==> src/rtl/tdc_pkg.sv <==
// tdc_pkg: shared FSM type, record field widths, popcount and record pack/unpack helpers
package tdc_pkg;
    typedef enum logic [1:0] {IDLE = 2'd0, ARMED = 2'd1, FLUSH = 2'd2} state_e;
    localparam int POP_MAX = 256;
    localparam int REC_MAX = 64;
    function automatic int fine_w(input int taps);
        return $clog2(taps);
    endfunction
    function automatic int ch_w(input int nch);
        return nch > 1 ? $clog2(nch) : 1;
    endfunction
    function automatic int rec_w(input int nch, input int coarse_w, input int taps);
        return ch_w(nch) + 1 + coarse_w + fine_w(taps);
    endfunction
    function automatic int unsigned popcount(input logic [POP_MAX-1:0] v);
        int unsigned n;
        n = 0;
        for (int i = 0; i < POP_MAX; i++) n += 32'(v[i]);
        return n;
    endfunction
    function automatic logic [REC_MAX-1:0] rec_pack(input logic [31:0] ch, input logic to,
                                                    input logic [31:0] coarse, input logic [31:0] fine,
                                                    input int cw, input int fw);
        return (64'(ch) << (1 + cw + fw)) | (64'(to) << (cw + fw)) | (64'(coarse) << fw) | 64'(fine);
    endfunction
    function automatic logic [31:0] rec_field(input logic [REC_MAX-1:0] rec, input int lsb, input int w);
        return 32'((rec >> lsb) & ((64'd1 << w) - 64'd1));
    endfunction
endpackage

==> src/rtl/tdc_result_fifo.sv <==
// tdc_result_fifo: synchronous first-word-fall-through FIFO; a full FIFO still accepts a write paired with a read
module tdc_result_fifo #(
    parameter int W = 8,
    parameter int DEPTH = 4
) (
    input  logic         clk,
    input  logic         rst,
    input  logic         wr_i,
    input  logic [W-1:0] wdata_i,
    input  logic         rd_i,
    output logic [W-1:0] rdata_o,
    output logic         full_o,
    output logic         empty_o
);
    localparam int AW = $clog2(DEPTH);
    logic [W-1:0] mem_q [DEPTH];
    logic [AW-1:0] wp_q, rp_q;
    logic [AW:0] cnt_q;
    logic wr_ok, rd_ok;
    assign empty_o = cnt_q == '0;
    assign full_o = cnt_q == (AW+1)'(DEPTH);
    assign rd_ok = rd_i && !empty_o;
    assign wr_ok = wr_i && (!full_o || rd_ok);
    assign rdata_o = empty_o ? '0 : mem_q[rp_q];
    always_ff @(posedge clk) begin
        if (wr_ok) mem_q[wp_q] <= wdata_i;
    end
    always_ff @(posedge clk or posedge rst) begin
        if (rst) begin
            wp_q <= '0;
            rp_q <= '0;
            cnt_q <= '0;
        end else begin
            wp_q <= wr_ok ? wp_q + AW'(1) : wp_q;
            rp_q <= rd_ok ? rp_q + AW'(1) : rp_q;
            cnt_q <= cnt_q + (AW+1)'(wr_ok) - (AW+1)'(rd_ok);
        end
    end
endmodule

==> src/rtl/tdc_multi_capture.sv <==
// tdc_multi_capture: multi-channel TDC; detects each channel's first 0->non-zero stop edge after start,
// emits {ch, timeout, coarse, fine} records through a FWFT FIFO, finishing once every enabled channel is pushed
module tdc_multi_capture
    import tdc_pkg::*;
#(
    parameter int TAPS = 32,
    parameter int COARSE_W = 8,
    parameter int NCH = 2,
    parameter int FIFO_DEPTH = 4
) (
    input  logic                                  clk,
    input  logic                                  rst,
    input  logic                                  start_i,
    input  logic [NCH-1:0]                        ch_en_i,
    input  logic [NCH*TAPS-1:0]                   therm_i,
    output logic [rec_w(NCH, COARSE_W, TAPS)-1:0] res_data_o,
    output logic                                  res_valid_o,
    input  logic                                  res_ready_i,
    output logic                                  busy_o,
    output logic                                  done_o
);
    localparam int FINE_W = fine_w(TAPS);
    localparam int CH_W = ch_w(NCH);
    localparam int REC_W = rec_w(NCH, COARSE_W, TAPS);
    localparam logic [COARSE_W-1:0] CMAX = '1;
    state_e state_q, state_d;
    logic [COARSE_W-1:0] cnt_q, cnt_d, c2_q;
    logic [NCH-1:0][TAPS-1:0] s1_q, s2_q, pv_q;
    logic v1_q, v2_q, done_q, start, fin, last, pop, push, full, empty;
    logic [NCH-1:0] en_q, rec_q, pend_q, pushed_q, hit, set, sel_oh;
    logic [NCH-1:0][REC_W-1:0] prec_q, prec_d;
    logic [CH_W-1:0] sel;
    assign start = state_q == IDLE && start_i;
    assign fin = state_q != IDLE && pushed_q == en_q;
    assign last = v2_q && c2_q == CMAX;
    assign pop = res_valid_o && res_ready_i;
    assign push = |pend_q && (!full || pop);
    assign sel_oh = push ? NCH'(1) << sel : '0;
    // pv_q holds the previous s2 sample, so the cycle-0 sample is the reference for sample 1
    for (genvar c = 0; c < NCH; c++) begin : g_ch
        assign hit[c] = v2_q && en_q[c] && !rec_q[c] && |s2_q[c] && !(|pv_q[c]);
        assign set[c] = hit[c] || (last && en_q[c] && !rec_q[c]);
        assign prec_d[c] = REC_W'(rec_pack(32'(c), !hit[c], 32'(c2_q),
                                           hit[c] ? 32'(TAPS) - popcount(POP_MAX'(s2_q[c])) : 32'd0,
                                           COARSE_W, FINE_W));
    end
    always_comb begin
        sel = '0;
        for (int i = NCH - 1; i >= 0; i--) if (pend_q[i]) sel = CH_W'(i);
    end
    always_comb begin
        state_d = (start && |ch_en_i) ? ARMED : fin ? IDLE :
                  (state_q == ARMED && cnt_q == CMAX - COARSE_W'(1)) ? FLUSH : state_q;
        cnt_d = start ? '0 : (state_q == ARMED && cnt_q != CMAX) ? cnt_q + COARSE_W'(1) : cnt_q;
    end
    always_ff @(posedge clk or posedge rst) begin
        if (rst) begin
            state_q <= IDLE;
            cnt_q <= '0;
            c2_q <= '0;
            s1_q <= '0;
            s2_q <= '0;
            pv_q <= '0;
            v1_q <= 1'b0;
            v2_q <= 1'b0;
            done_q <= 1'b0;
            en_q <= '0;
            rec_q <= '0;
            pend_q <= '0;
            pushed_q <= '0;
            prec_q <= '0;
        end else begin
            state_q <= state_d;
            cnt_q <= cnt_d;
            c2_q <= cnt_q;
            s1_q <= therm_i;
            s2_q <= s1_q;
            pv_q <= s2_q;
            v1_q <= state_q == ARMED && !fin;
            v2_q <= v1_q && !fin;
            done_q <= (start && !(|ch_en_i)) || fin;
            en_q <= start ? ch_en_i : en_q;
            rec_q <= start ? '0 : rec_q | set;
            pend_q <= start ? '0 : (pend_q & ~sel_oh) | set;
            pushed_q <= start ? '0 : pushed_q | sel_oh;
            for (int i = 0; i < NCH; i++) if (set[i]) prec_q[i] <= prec_d[i];
        end
    end
    tdc_result_fifo #(.W(REC_W), .DEPTH(FIFO_DEPTH)) u_fifo (
        .clk(clk),
        .rst(rst),
        .wr_i(push),
        .wdata_i(prec_q[sel]),
        .rd_i(pop),
        .rdata_o(res_data_o),
        .full_o(full),
        .empty_o(empty)
    );
    assign res_valid_o = !empty;
    assign busy_o = state_q != IDLE;
    assign done_o = done_q;
endmodule

==> config.mk <==
export PLATFORM = sky130hd
export DESIGN_NAME = tdc_multi_capture
export DESIGN_NICKNAME = d
export VERILOG_FILES = /design/src/rtl/tdc_pkg.sv /design/src/rtl/tdc_result_fifo.sv /design/src/rtl/tdc_multi_capture.sv
export SDC_FILE = /design/constraint.sdc
export NUM_CORES = 1
export LEC_CHECK = 0
export CAP_MARGIN = 20
export CELL_PAD_IN_SITES_DETAIL_PLACEMENT = 1
export CELL_PAD_IN_SITES_GLOBAL_PLACEMENT = 2
export CORE_UTILIZATION = 43
export CTS_BUF_LIST = sky130_fd_sc_hd__clkbuf_16
export CTS_CLUSTER_DIAMETER = 50
export CTS_CLUSTER_SIZE = 14
export DETAILED_ROUTE_END_ITERATION = 10
export PLACE_DENSITY = 0.79
export SYNTH_ARGS = -nofsm -noshare
export SYNTH_HDL_FRONTEND = slang
export SYNTH_SLANG_ARGS = --single-unit
==> constraint.sdc <==
create_clock -name clk -period 10.07 [get_ports clk]
set_input_delay 2.014 -clock clk [delete_from_list [all_inputs] [get_ports clk]]
set_output_delay 2.014 -clock clk [all_outputs]
set_load 0.01 [all_outputs]
; Word-level counts from Yosys, hierarchy flattened
; Memory sizes are Yosys's and may differ from the RTL's.
; Index checks and enable logic that the tools add are counted.
[word_totals]
mem_count = 1
inputBits = 70
regBits = 258
ram_bits = 60
[memory_table]
columns = name, depth, word_bits, rd, rd_clocked_by_memory_dff, write_ports, line_no
row1 = u_fifo.mem_q, 4, 15, 1, 0, 1, tdc_result_fifo.sv:16  ; logic [W-1:0] mem_q [DEPTH];
[op_classes]
n_lt_le_gt_ge = 1
addsub = 69
n_shift = 1
muxes = 18
n_reduce_logical = 51
eq_ne = 6
n_bitwise = 9
[ops]
columns = cell, count
row1 = 15-bit by 1-bit adder with 15-bit output, 34
row2 = 32-bit OR reduction, 4
row3 = 15-bit 2-to-1 mux, 5
row4 = 14-bit by 1-bit adder with 15-bit output, 2
row5 = 6-bit by 15-bit subtractor with 15-bit output (first input constant), 2
row6 = 13-bit by 1-bit adder with 14-bit output, 2
row7 = 12-bit by 1-bit adder with 13-bit output, 2
row8 = 1-bit logical AND, 25
row9 = 11-bit by 1-bit adder with 12-bit output, 2
row10 = 10-bit by 1-bit adder with 11-bit output, 2
row11 = 9-bit by 1-bit adder with 10-bit output, 2
row12 = 8-bit by 1-bit adder with 9-bit output, 2
row13 = 7-bit by 1-bit adder with 8-bit output, 2
row14 = 8-bit equality test (second input constant), 2
row15 = 8-bit 2-to-1 mux, 2
row16 = 14-bit by 15-bit bitwise OR with 15-bit output, 1
row17 = 15-bit by 13-bit bitwise OR with 15-bit output, 1
row18 = 15-bit bitwise OR, 1
row19 = 6-bit by 1-bit adder with 7-bit output, 2
row20 = 2-bit 2-to-1 mux, 7
row21 = 14-bit by 13-bit bitwise OR with 14-bit output, 1
row22 = 5-bit by 1-bit adder with 6-bit output, 2
row23 = 4-bit by 1-bit adder with 5-bit output, 2
row24 = 1-bit zero test, 10
row25 = other kinds (23), 38

; Longest topological paths before layout
; Gate-level depths: netlist of the first run.
[logic_depth]
depth_word = 34
depth_mapped = 24
ltp_nobuf = 24

; Cells and area by module
; From an unflattened synthesis of the first run, not the netlist that was laid out.
[hier_totals]
hier_cells = 893
area_unflattened_um2 = 13133.8
[modules_own_cells]
columns = module, seq_area_each_um2, area_each_um2, cells_per_inst, n_inst
row1 = tdc_multi_capture, 6281.0, 10433.8, 760, 1
row2 = tdc_result_fifo, 1976.9, 2700.1, 133, 1

; Worst setup path after synthesis of the first run
; Ideal clock, no wire load.
[synth_timing]
path_kind = register -> register
startpoint = register s2_q[39] (netlist name)
endpoint = register prec_q[26] (netlist name)
synth_period_minus_slack_ps = 5152
arrival_ps = 5016
setup_ps = 136
stages_incl_launch_ff = 21
slack_ps = 4918
path_buffers = 0
path_cell_list = dfrtp_1 -> fa_1 -> ha_1 -> inv_1 -> fa_1 -> inv_1 -> fa_1 -> inv_1 -> fa_1 -> fa_1 -> inv_1 -> fa_1 -> fa_1 -> inv_1 -> ha_1 -> inv_1 -> fa_1 -> inv_1 -> a21boi_0 -> nor2_1 -> mux2i_1
[synth_between]
elab_chain_len = 28
[synth_lines]
columns = item, line_no
row1 = from (decl), tdc_multi_capture.sv:28  ; logic [NCH-1:0][TAPS-1:0] s1_q, s2_q, pv_q;
row2 = from (signal assigned), tdc_multi_capture.sv:77  ; s2_q <= s1_q;
row3 = 7-bit by 1-bit adder with 8-bit output, tdc_pkg.sv:18  ; for (int i = 0; i < POP_MAX; i++) n += 32'(v[i]);
row4 = 8-bit by 1-bit adder with 9-bit output, tdc_pkg.sv:18
row5 = 9-bit by 1-bit adder with 10-bit output, tdc_pkg.sv:18
row6 = 10-bit by 1-bit adder with 11-bit output, tdc_pkg.sv:18
row7 = 11-bit by 1-bit adder with 12-bit output, tdc_pkg.sv:18
row8 = 12-bit by 1-bit adder with 13-bit output, tdc_pkg.sv:18
row9 = 13-bit by 1-bit adder with 14-bit output, tdc_pkg.sv:18
row10 = 14-bit by 1-bit adder with 15-bit output, tdc_pkg.sv:18
row11 = 15-bit by 1-bit adder with 15-bit output (17 in a row), tdc_pkg.sv:18
row12 = 6-bit by 15-bit subtractor with 15-bit output, tdc_multi_capture.sv:44  ; hit[c] ? 32'(TAPS) - popcount(POP_MAX'(s2_q[c])) : 32'd0,
row13 = 15-bit 2-to-1 mux, tdc_multi_capture.sv:44
row14 = 15-bit bitwise OR, tdc_pkg.sv:24  ; return (64'(ch) << (1 + cw + fw)) | (64'(to) << (cw + fw)) | (64'(coarse) << fw) | 64'(fine);
row15 = to (signal assigned), tdc_multi_capture.sv:71  ; prec_q <= '0;
row16 = to (decl), tdc_multi_capture.sv:31  ; logic [NCH-1:0][REC_W-1:0] prec_q, prec_d;
; Parallel ways exist; a longest one is shown, timed or not.
; A chain may end at the register's enable or synchronous reset.

; Final worst setup path of the first run
[layout_timing]
startpoint = register s2_q[39] (netlist name)
endpoint = register prec_q[24] (netlist name)
; The elaborated chain is that of the path after synthesis.

==> results of run 1 <==
==> logic make-up after synthesis <==
group           synth area share [%]
flops                          63.14
buf+inv                        5.281
simple gates                   6.907
fa+ha+maj                      15.77
mux                            6.314
compound gates                 1.923
xor+xnor                      0.6697
==> Yosys cell counts (all sizes together), types with 7 or more instances <==
library cell | n | share of area (%)
nor2b | 8 | 0.38
fa | 53 | 8.1
nor4 | 15 | 0.72
nor2 | 50 | 1.4
a21oi | 11 | 0.42
xnor2 | 7 | 0.47
ha | 80 | 7.7
or4 | 8 | 0.52
edfxtp | 60 | 14
nor3 | 7 | 0.44
nand2 | 19 | 0.55
mux4 | 15 | 2.6
mux2 | 22 | 1.9
clkbuf | 10 | 0.29
mux2i | 24 | 1.8
inv | 164 | 4.7
and2 | 25 | 1.2
dfrtp | 258 | 49
==> how the worst max path moves through the flow <==
stage | to | start
floorplan | c2_q[0] | rst
global placement | prec_q[24] | s2_q[39]
detailed placement | prec_q[7] | s2_q[1]
CTS | prec_q[24] | s2_q[39]
global route | prec_q[24] | s2_q[39]
finish | prec_q[24] | s2_q[39]
==> critical path, delay by kind of cell, from the launching register on <==
family          cells  cell delay [ns]
simple gates        1             0.11
mux                 1             0.18
buf+inv             7             0.40
fa+ha+maj          10             3.97
flops               1             0.42
compound gates      1             0.41
==> state kept, by name (all words and copies together) (netlist names), 3 cells and up <==
signal,cells
u_fifo.mem_q,60
u_fifo.cnt_q,3
pv_q,64
s1_q,64
c2_q,8
prec_q,30
s2_q,64
cnt_q,8
==> stage by stage <==
stage          area [sq um]  total power (uW)  setup slack, ns  cells
2_1_floorplan         13080              2243           0.9576    895
3_3_place_gp          14410              2587            4.658   1361
3_5_place_dp          14410              2620            4.520   1361
4_1_cts               15510              3872            4.408   1417
5_1_grt               15550              4090            4.214   1419
6_report              15550              3796            4.491   1419
==> metal layers <==
layer | GRT usage (%) | vias to the layer above | share of wire, %
met1 | 22.69 | 3541 | 44
met5 | 0 | - | 0
met2 | 30.43 | 120 | 51
li1 | - | 3141 | -
met4 | 4.849 | 0 | 2.0
met3 | 2.907 | 39 | 3.5
==> report_power, final <==
| group | internal (uW) | switching [uW] |
|---|---|---|
| logic | 568 | 594 |
| clock network | 720 | 505 |
| registers | 1360 | 52.0 |
==> layout make-up <==
class / instances / area [sq um] / area share, %
Clock inverter: 19 / 173.9 / 1.119
Multi-Input combinational cell: 398 / 4136 / 26.60
Sequential cell: 318 / 8258 / 53.11
Inverter: 164 / 623.1 / 4.007
Timing Repair Buffer: 93 / 943.4 / 6.067
Clock buffer: 37 / 925.9 / 5.955
Tap cell: 390 / 488.0 / 3.138
==> out/results.txt, run 1 <==
Commonest register cell after synthesis: dfrtp_1
Clk sinks: 318
CTS Buf Count: 34
Slowest CP cell: fa_1
Post-Syn Area: 0.01308 sq mm
Bufs on Longest Clock Path: 3
Syn avg cell area: 14.61 sq um
I/O pin count: 88
Most frequent cells in the layout: dfrtp_1, inv_1, clkdlybuf4s50_1
Width of the chip: 176.4 um
Latest clock arrival within the worst-skew pair: 0.51 ns
Iter 0 DRT Violations: 291
Postcts setup bufs: 0
Initial antenna violation count: 0
Crit Path Class: reg -> reg
Max Clk Rate: 179.2 MHz
Gpl congestion: 0.7712
Worst hold margin: 0.3392 ns
Dpl hpwl: 17950 um
GRT Residual Overflow: 0
Critical Path AT: 5.99 ns
Syn Nets: 1098
Min Tclk post-route: 5.579 ns
HP Class: reg -> reg
LEAKAGE: 0.007332 uW
R2r setup slk: 4.49 ns
Syn-to-layout area delta: 18.88%
Drt via density: 4.821
Fin crit share: 55.40%
Vias in the first global route: 7749
P per Cell Area: 244.2 mW/mm^2
Global-route wire length before repair: 41470 um
Starting Density: 43.89%
Worst R2R Path Depth: 20
Post-CTS sizing: 0
Seq/Total Area, Yosys: 63.14%
FF-to-FF Start: s2_q[39]
Commonest non-fill, non-tap cell in the layout: dfrtp_1
Htree depth: 2
Worst slew pin tran: 0.9170 ns
Hold endpoint: s2_q[40]
Final hold vios: 0
Hold-fix buffers, CTS: 0
Drt pass-1 iters: 4
Final setup viols: 0
Worst-path fanout max: 4
Final antenna diode count: 0
CORE AREA: 0.02980 sq mm
Final setup TNS: 0 ns
Status: finished, final reports clean
Hold Path Cell Cnt: 0
Yosys reg bits: 318
Worst slew margin: 38.87%
Maxcap violations: 0
Final wirelength: 25170 um
Worst Setup End Kind: flop
Layout net count: 1212
Slowest stage delay, CP: 0.55 ns
Max VDD drop: 127.8 uV
Pin count of the biggest net entering global routing: 96
Port bufs: 87
Synth async-reset ratio: 81.13%
CTS tree: done
Layout cells sized above 1: 10.50%
Cells after synthesis: 895
ANT nets after route: 0
Fin util: 52.18%
Clock-pin slew on the worst setup and hold paths: 0.06 ns
Warnings, synthesis: 0
Crit-path most repeated cell: fa_1
EDFF count, synth: 60
R2r endpoint: prec_q[24]
Slew Limit Fails: 0
DRC: 0
Startpoint types: flop
Worst Skew: 0.008468 ns
GRT Total Usage: 17.52%
Die height: 176.4 um
Netlist cell types: 45
WL/cell: 17.74 um
Filler cells: 2885
CP required: 10.48 ns
Hold path start: s1_q[40]
Root Driver: clkbuf_16
Total Die Area: 0.03112 sq mm
CP Cell Sequence: fa_1 > ha_1 > inv_1 > fa_1 > inv_1 > fa_1 > inv_1 > fa_1 > fa_1 > inv_1 > fa_1 > fa_1 > inv_1 > ha_1 > inv_1 > fa_1 > inv_1 > a21boi_0 > nor2_1 > mux2i_1
DR vias: 6841
Cell row count: 63
RSZ-0062 raised after global routing: false
Note: power is estimated with default switching activity, not from simulation.
==> run 2: changes to the inputs <==
==> constraint.sdc (replaced) <==
create_clock -name clk -period 5.6 [get_ports clk]
set_input_delay 1.12 -clock clk [delete_from_list [all_inputs] [get_ports clk]]
set_output_delay 1.12 -clock clk [all_outputs]
set_load 0.01 [all_outputs]
==> out/results.txt, run 2 (same netlist as run 1, synthesis figures left out) <==
Worst slew pin tran: 0.9651 ns
Vias in the first global route: 7703
Syn-to-layout area delta: 19.09%
CTS tree: done
Crit Path Class: reg -> reg
Worst slew margin: 35.66%
GRT Residual Overflow: 0
Clock-pin slew on the worst setup and hold paths: 0.06 ns
Max Clk Rate: 185.9 MHz
Worst Skew: 0.02091 ns
Bufs on Longest Clock Path: 3
Width of the chip: 176.4 um
Port bufs: 87
Status: finished, final reports clean
RSZ-0062 raised after global routing: false
WL/cell: 18.15 um
Worst Setup End Kind: flop
Commonest non-fill, non-tap cell in the layout: dfrtp_1
Cell row count: 63
HP Class: reg -> reg
Fin crit share: 96.07%
Worst-path fanout max: 2
P per Cell Area: 444.7 mW/mm^2
Hold endpoint: s2_q[30]
Most frequent cells in the layout: dfrtp_1, inv_1, clkdlybuf4s50_1
Layout net count: 1215
R2r endpoint: prec_q[21]
Iter 0 DRT Violations: 297
I/O pin count: 88
Global-route wire length before repair: 41740 um
Hold path start: s1_q[30]
Drt via density: 4.803
Gpl congestion: 0.7972
DRC: 0
Htree depth: 2
FF-to-FF Start: s2_q[36]
Dpl ws: 0.06032 ns
Max VDD drop: 274.0 uV
R2r setup slk: 0.22 ns
Latest clock arrival within the worst-skew pair: 0.52 ns
CORE AREA: 0.02980 sq mm
Critical Path AT: 5.81 ns
Initial antenna violation count: 0
Slew Limit Fails: 0
Starting Density: 43.89%
Clk sinks: 318
CP required: 6.03 ns
Dpl hpwl: 18580 um
Final wirelength: 25830 um
DR vias: 6834
Maxcap violations: 0
LEAKAGE: 0.007185 uW
Total Die Area: 0.03112 sq mm
CTS Buf Count: 34
GRT Total Usage: 17.67%
Final setup TNS: 0 ns
Drt pass-1 iters: 4
Top Registers: pv_q x64, s1_q x64, s2_q x64
Pin count of the biggest net entering global routing: 188
Layout cells sized above 1: 11.33%
Die height: 176.4 um
Startpoint types: flop
Final setup viols: 0
Worst R2R Path Depth: 19
Setup slack after layout: 0.2201 ns
Root Driver: clkbuf_16
Hold Path Cell Cnt: 0
Min Tclk post-route: 5.380 ns
ANT nets after route: 0
Final antenna diode count: 0
Final hold vios: 0
-- run 2: where the power goes --
part	switching, uW	internal [uW]	leakage, uW	total, uW
Sequential	87.9	2440	0.00351	2530
Combinational	1140	1110	0.00314	2250
Clock	925	1220	0.000535	2150
Total	2150	4770	0.00718	6930
-- run 2: through the flow --
stage | power [uW] | cells | cell area (sq um) | hold slack (ns) | utilization (%)
finish | 6927 | 1423 | 15570 | 0.3435 | 52.27
global route | 7503 | 1423 | 15570 | 0.3483 | 52.27
CTS | 6983 | 1419 | 15490 | 0.3468 | 51.98
detailed placement | 4798 | 1362 | 14420 | 0.3356 | 48.40
global placement | 4736 | 1362 | 14420 | 0.3325 | 48.40
floorplan | 4059 | 895 | 13080 | 0.3312 | -
-- run 2: area by class of cell --
class	instances	area (sq um)
fillers	2893	14220
inverters	164	619.3
repair buffers	96	970.9
flip-flops and latches	318	8258
well taps	390	488.0
multi-input cells	398	4173
clock inverters	23	215.2
clock buffers	34	850.8
-- run 2: routing by layer --
metal / track usage [%] / wire (um)
met3: 2.627 / 704
met2: 30.61 / 13290
met4: 5.424 / 628
met5: 0 / 0
met1: 22.96 / 11210
-- run 2: worst max path at each step --
stage / slack (ns) / startpoint / end / cells past startpoint
3_5_place_dp: 0.06 / s2_q[1] / prec_q[7] / 20
6_report: 0.22 / s2_q[36] / prec_q[21] / 19
5_1_grt: 0.003 / s2_q[7] / prec_q[6] / 19
3_3_place_gp: 0.17 / s2_q[39] / prec_q[24] / 20
2_1_floorplan: 0.45 / s2_q[39] / prec_q[26] / 20
4_1_cts: 0.03 / s2_q[39] / prec_q[22] / 20
-- run 2: timing repair --
action                     CTS  global route
setup buffers                0             3
setup endpoints to repair    0            15
hold endpoints to repair     0             0
gates resized for setup      0            13
hold buffers                 0             0
-- run 2: critical path, stage by stage, from the launching register on --
cell and delay [ns]:
dfrtp_1 0.35, inv_1 0.08, fa_1 0.50, ha_2 0.21
fa_1 0.50, inv_1 0.06, fa_1 0.41, inv_1 0.09
fa_1 0.41, fa_1 0.46, fa_1 0.51, inv_1 0.05
fa_2 0.52, inv_1 0.04, ha_1 0.20, a21o_1 0.23
a21oi_2 0.14, ha_1 0.25, nor2b_1 0.14, mux2i_1 0.12
